`src/rtl/fetch_rtl_unit_if.sv`:
```
// Fetch-side bus between the PC unit and the core: PC outputs toward
// instruction memory and the datapath, plus the redirect request.
interface fetch_rtl_unit_if #(parameter int WIDTH = 32);
  logic [WIDTH-1:0] pc;
  logic [WIDTH-1:0] pc_plus_step;
  logic             pc_misaligned;
  logic             pc_update;
  logic [WIDTH-1:0] pc_new;

  modport master (
    input  pc,
    input  pc_plus_step,
    input  pc_misaligned,
    output pc_update,
    output pc_new
  );

  modport slave (
    output pc,
    output pc_plus_step,
    output pc_misaligned,
    input  pc_update,
    input  pc_new
  );
endinterface

```
`src/rtl/fetch_rtl_unit.sv`:
```
// Program-counter register for the single-cycle core: steps by PC_STEP each
// clock, loads a redirect target when requested, resets asynchronously.
module fetch_rtl_unit #(
  parameter int                WIDTH    = 32,
  parameter logic [WIDTH-1:0]  RESET_PC = '0,
  parameter int unsigned       PC_STEP  = 4
) (
  input  logic              clk,
  input  logic              reset,
  fetch_rtl_unit_if.slave   fetch
);

  localparam logic [WIDTH-1:0] STEP = WIDTH'(PC_STEP);

  logic [WIDTH-1:0] pc_q;
  logic [WIDTH-1:0] pc_seq;

  // Modulo-2^WIDTH add; wrap from the top word to zero is intentional.
  assign pc_seq = pc_q + STEP;

  always_ff @(posedge clk or negedge reset) begin
    if (!reset) begin
      pc_q <= RESET_PC;
    end else if (fetch.pc_update) begin
      pc_q <= fetch.pc_new;
    end else begin
      pc_q <= pc_seq;
    end
  end

  assign fetch.pc            = pc_q;
  assign fetch.pc_plus_step  = pc_seq;
  assign fetch.pc_misaligned = |pc_q[1:0];

endmodule

```
`src/flat_wrapper.sv`:
```
// flat-port wrapper written by rule: the top's interface ports become plain ports
module fetch_rtl_unit_flat 
#(
  parameter int                WIDTH    = 32,
  parameter logic [WIDTH-1:0]  RESET_PC = '0,
  parameter int unsigned       PC_STEP  = 4
)
  (clk, reset, fetch_pc, fetch_pc_plus_step, fetch_pc_misaligned, fetch_pc_update, fetch_pc_new);
  fetch_rtl_unit_if #(.WIDTH(WIDTH)) fetch_i ();
  input  logic clk;
  input  logic reset;
  output wire logic [$bits(fetch_i.pc)-1:0] fetch_pc;
  output wire logic [$bits(fetch_i.pc_plus_step)-1:0] fetch_pc_plus_step;
  output wire logic [$bits(fetch_i.pc_misaligned)-1:0] fetch_pc_misaligned;
  input wire logic [$bits(fetch_i.pc_update)-1:0] fetch_pc_update;
  input wire logic [$bits(fetch_i.pc_new)-1:0] fetch_pc_new;
  assign fetch_pc = fetch_i.pc;
  assign fetch_pc_plus_step = fetch_i.pc_plus_step;
  assign fetch_pc_misaligned = fetch_i.pc_misaligned;
  assign fetch_i.pc_update = fetch_pc_update;
  assign fetch_i.pc_new = fetch_pc_new;
  fetch_rtl_unit #(.WIDTH(WIDTH), .RESET_PC(RESET_PC), .PC_STEP(PC_STEP)) u_core (.clk(clk), .reset(reset), .fetch(fetch_i));
endmodule
```
`config.mk`:
```
export PLATFORM = sky130hd
export DESIGN_NAME = fetch_rtl_unit_flat
export DESIGN_NICKNAME = d
export VERILOG_FILES = /design/src/rtl/fetch_rtl_unit_if.sv /design/src/rtl/fetch_rtl_unit.sv /design/src/flat_wrapper.sv
export SDC_FILE = /design/constraint.sdc
export NUM_CORES = 1
export LEC_CHECK = 0
export ABC_CLOCK_PERIOD_IN_PS = 2700
export CORE_MARGIN = 8
export CORE_UTILIZATION = 41
export CTS_BUF_LIST = sky130_fd_sc_hd__clkbuf_16
export CTS_CLUSTER_DIAMETER = 60
export CTS_CLUSTER_SIZE = 14
export DETAILED_ROUTE_END_ITERATION = 16
export DONT_BUFFER_PORTS = 1
export HOLD_SLACK_MARGIN = 0.12
export PLACE_DENSITY = 0.54
export SYNTH_ARGS = -nofsm -noshare
export SYNTH_HDL_FRONTEND = slang
export SYNTH_SLANG_ARGS = --single-unit
```
`constraint.sdc`:
```
create_clock -name clk -period 2.7 [get_ports clk]
set_clock_uncertainty 0.2 [all_clocks]
set_input_delay 0.27 -clock clk [delete_from_list [all_inputs] [get_ports clk]]
set_output_delay 0.27 -clock clk [all_outputs]
set_load 0.005 [all_outputs]
```
==> results.toml <==
[cells_and_area]
fillers = 408
layout.nets = 270
largest_register_ffs = 32
drive_gt1_share_pct = 17.1
syn2layout_area_growth_pct = 26.6
n_antenna_cell = 0

[power]
intPower_w = 0.000996
p_leak_nw = 0.939
p_sw_share_pct = 29.3
clockPowerShare_pct = 36.4
ir_drop_uv = 360
p_sw_w = 0.000412
powerDensity_mw_per_mm2 = 566
seq_power_share_pct = 44.9
combPwrFrac_pct = 18.7

[critical_path]
slowest_delay_ns = 0.42
required_ns = 2.23
path_cells = "ha_1 -> and3_1 -> nand2_1 -> o31a_1 -> or2_2"
endpoint_kind = "primary output"
crit_family = "simple AND/OR/NAND/NOR gates"
crit_path_start_kind = "flip-flop"
cpMaxStageDelayCell = "dfrtp_1"
critical_path_buf_inv_count = 0
critPathArrivalTime_ns = 2.10
cp_max_fo = 5
path_class = "reg2out"

[logic_synthesis]
synth_top_family_by_area = "simple AND/OR/NAND/NOR gates"
synth_compound_area_share_pct = 11.8
yosys_warnings = 0
synth.net_count = 236
yosys.area.top_type_share_pct = 40.7
yosysUniqueCellTypes = 36
synth_area_per_cell_um2 = 9.83
synth_commonest_cells = "dfrtp_1 (32), nand2_1 (21), mux2_2 (16)"
synth_area_leaders = "dfrtp_1 (41%), mux2_2 (9.2%), xnor2_1 (5.8%), nand2_1 (4.0%), nand4_1 (3.5%)"
ys_ff_latch = 32
synthFlopType = "dfrtp_1"
synth_area_mm2 = 0.00197
synth-xor-area-share_pct = 7.57
synth_edf_count = 0
synthAdderAreaFrac_pct = 0.637
netlist_instances = 200
synth.mux.area_fraction_pct = 9.17
yosysTopAreaCell = "dfrtp_1"
synth.most_common_cell = "dfrtp_1"
async_reset_ff_share_pct = 100
yosys.area_share.simple_pct = 26.0
yosysSeqAreaShare_pct = 40.7

[min_path]
hold_class = "in2async"

[route]
first_iter_violations = 85
totalWireLength_um = 5820
ant_nets = 0
drc = 0
avgViaCountPerCell = 5.99
drt_pass1_iterations = 4
dr.max_layer_used = "met4"
met3_wirelength_um = 602
vias = 1725
wl_per_cell_um = 20.2
wl_met1_um = 2190
wl_met2_um = 2950

[floorplanning]
dieWidth_um = 85.2
initial_core_util_pct = 42.2
die_h_um = 85.2
io_pins = 100
row_count = 25
die_area_mm2 = 0.00727
core_area_mm2 = 0.00466

[clock_tree]
cts_buffers = 5
htreeDepth = 2
post_cts_buffers = 0
cts_root_buffer = "clkbuf_16"
clk_latency_ns = 0.27
cts_tree = "built"
cts_buffer_depth = 2
clk_pin_slew_ns = 0.05
cts.sinks = 32

[global_route]
grt_pass1_wl_um = 9740
gr-total-overflow = 0
grt_max_degree = 33
grt_pass1_vias = 1841
grt_usage_pct = 17.0
antenna_found_initial = 0

[run_status]
outcome = "finished, final reports clean"

[timing]
period_share_pct = 95.0
final.setup.tns_ns = 0
finalHoldViolations = 0
hold-worst-slack_ns = 0.241
relSlewSlack_pct = 45.4
worst_slew_pin_slew_ns = 0.816
grt_setup_unrepaired = "false"
finalCriticalPeriod_ns = 2.57
setup_violations = 0
slew_violations = 0
fmax_mhz = 390

[placed_design]
io_buffers = 0
dpl.hpwl_um = 4280
finalWeightedCongestion = 0.799

[run]
cap_violations = 0
[what timing repair did]
action                                  in CTS  in global routing
endpoints found under the setup margin       0                  6
hold endpoints to repair                    64                  0
hold buffers                                35                  0
resized for setup                            0                  2
[power groups by stage]
| stage | logic (W) | clock network, W | registers [W] |
|---|---|---|---|
| 2_1_floorplan | 0.000183 | 0 | 0.000609 |
| 3_3_place_gp | 0.000203 | 0 | 0.000639 |
| 3_5_place_dp | 0.000206 | 0 | 0.000641 |
| 4_1_cts | 0.000265 | 0.000525 | 0.000633 |
| 5_1_grt | 0.000294 | 0.000554 | 0.000648 |
| 6_report | 0.000263 | 0.000513 | 0.000633 |
[final cells by class]
cell class | instances | area [um^2] | area share [%]
clock buffer | 5 | 125 | 5.03
clock inverter | 2 | 7.51 | 0.302
inverter | 4 | 15.0 | 0.603
multi-input combinational | 153 | 1090 | 43.7
sequential | 32 | 802 | 32.2
tap | 54 | 67.6 | 2.71
timing repair buffer | 38 | 383 | 15.4
[worst register-to-register path: stages, from the launching register on]
cell     delay (ns)
dfrtp_1        0.48
and4_1         0.41
nand4_4        0.24
or4_1          0.55
a31oi_1        0.18
[logic make-up after synthesis]
logic type,Yosys count
AOI/OAI and AO/OA,30
xor gates and xnor gates,17
adders and majority gates,1
buffers and inverters,15
DFF,32
muxes,16
and+or+nand+nor,89
[cell usage in the layout, fill, tap and decap left out, drive strengths merged, types with 5 or more instances in the layout]
cell type / netlist / final
or4: 7 / 7
or2: 8 / 8
o31a: 6 / 6
and4: 6 / 6
dfrtp: 32 / 32
nand3: 11 / 11
mux2: 16 / 16
a31oi: 7 / 7
nor2: 8 / 8
nor3: 5 / 5
dlygate4sd3: 0 / 34
clkbuf: 6 / 5
xnor2: 13 / 13
nand4: 12 / 12
o31ai: 7 / 7
nand2: 21 / 21
[per-layer routing]
| layer | vias up | track usage (%) |
|---|---|---|
| li1 | 822 | - |
| met1 | 821 | 17.9 |
| met2 | 74 | 29.3 |
| met3 | 8 | 8.20 |
| met4 | 0 | 4.53 |
| met5 | - | 0 |
[metrics by stage]
stage | area (um^2) | total power (W) | util [%] | cells | setup WS (ns)
5_1_grt | 2490 | 0.00150 | 53.4 | 288 | 0.00909
3_3_place_gp | 1990 | 0.000842 | 42.7 | 246 | 0.397
2_1_floorplan | 1970 | 0.000792 | - | 200 | 0.589
3_5_place_dp | 1990 | 0.000847 | 42.7 | 246 | 0.331
6_report | 2490 | 0.00141 | 53.4 | 288 | 0.134
4_1_cts | 2480 | 0.00142 | 53.3 | 288 | 0.0389
[path summary, 6_finish.rpt]
kind	from	endpoint	slack, ns	cells past startpoint
worst max register to register	u_core.fetch.pc[6]$_DFF_PN0_	u_core.fetch.pc[27]$_DFF_PN0_	0.58	4
worst min register to register	u_core.fetch.pc[31]$_DFF_PN0_	u_core.fetch.pc[31]$_DFF_PN0_	0.43	2
worst max-delay path	u_core.fetch.pc[3]$_DFF_PN0_	fetch_pc_plus_step[26]	0.13	5
min in group clk	fetch_pc_update	u_core.fetch.pc[17]$_DFF_PN0_	0.35	3
max in group asynchronous	reset	u_core.fetch.pc[2]$_DFF_PN0_	1.87	2
worst min-delay path	reset	u_core.fetch.pc[29]$_DFF_PN0_	0.24	2
Power figures use the tool's default switching activity.
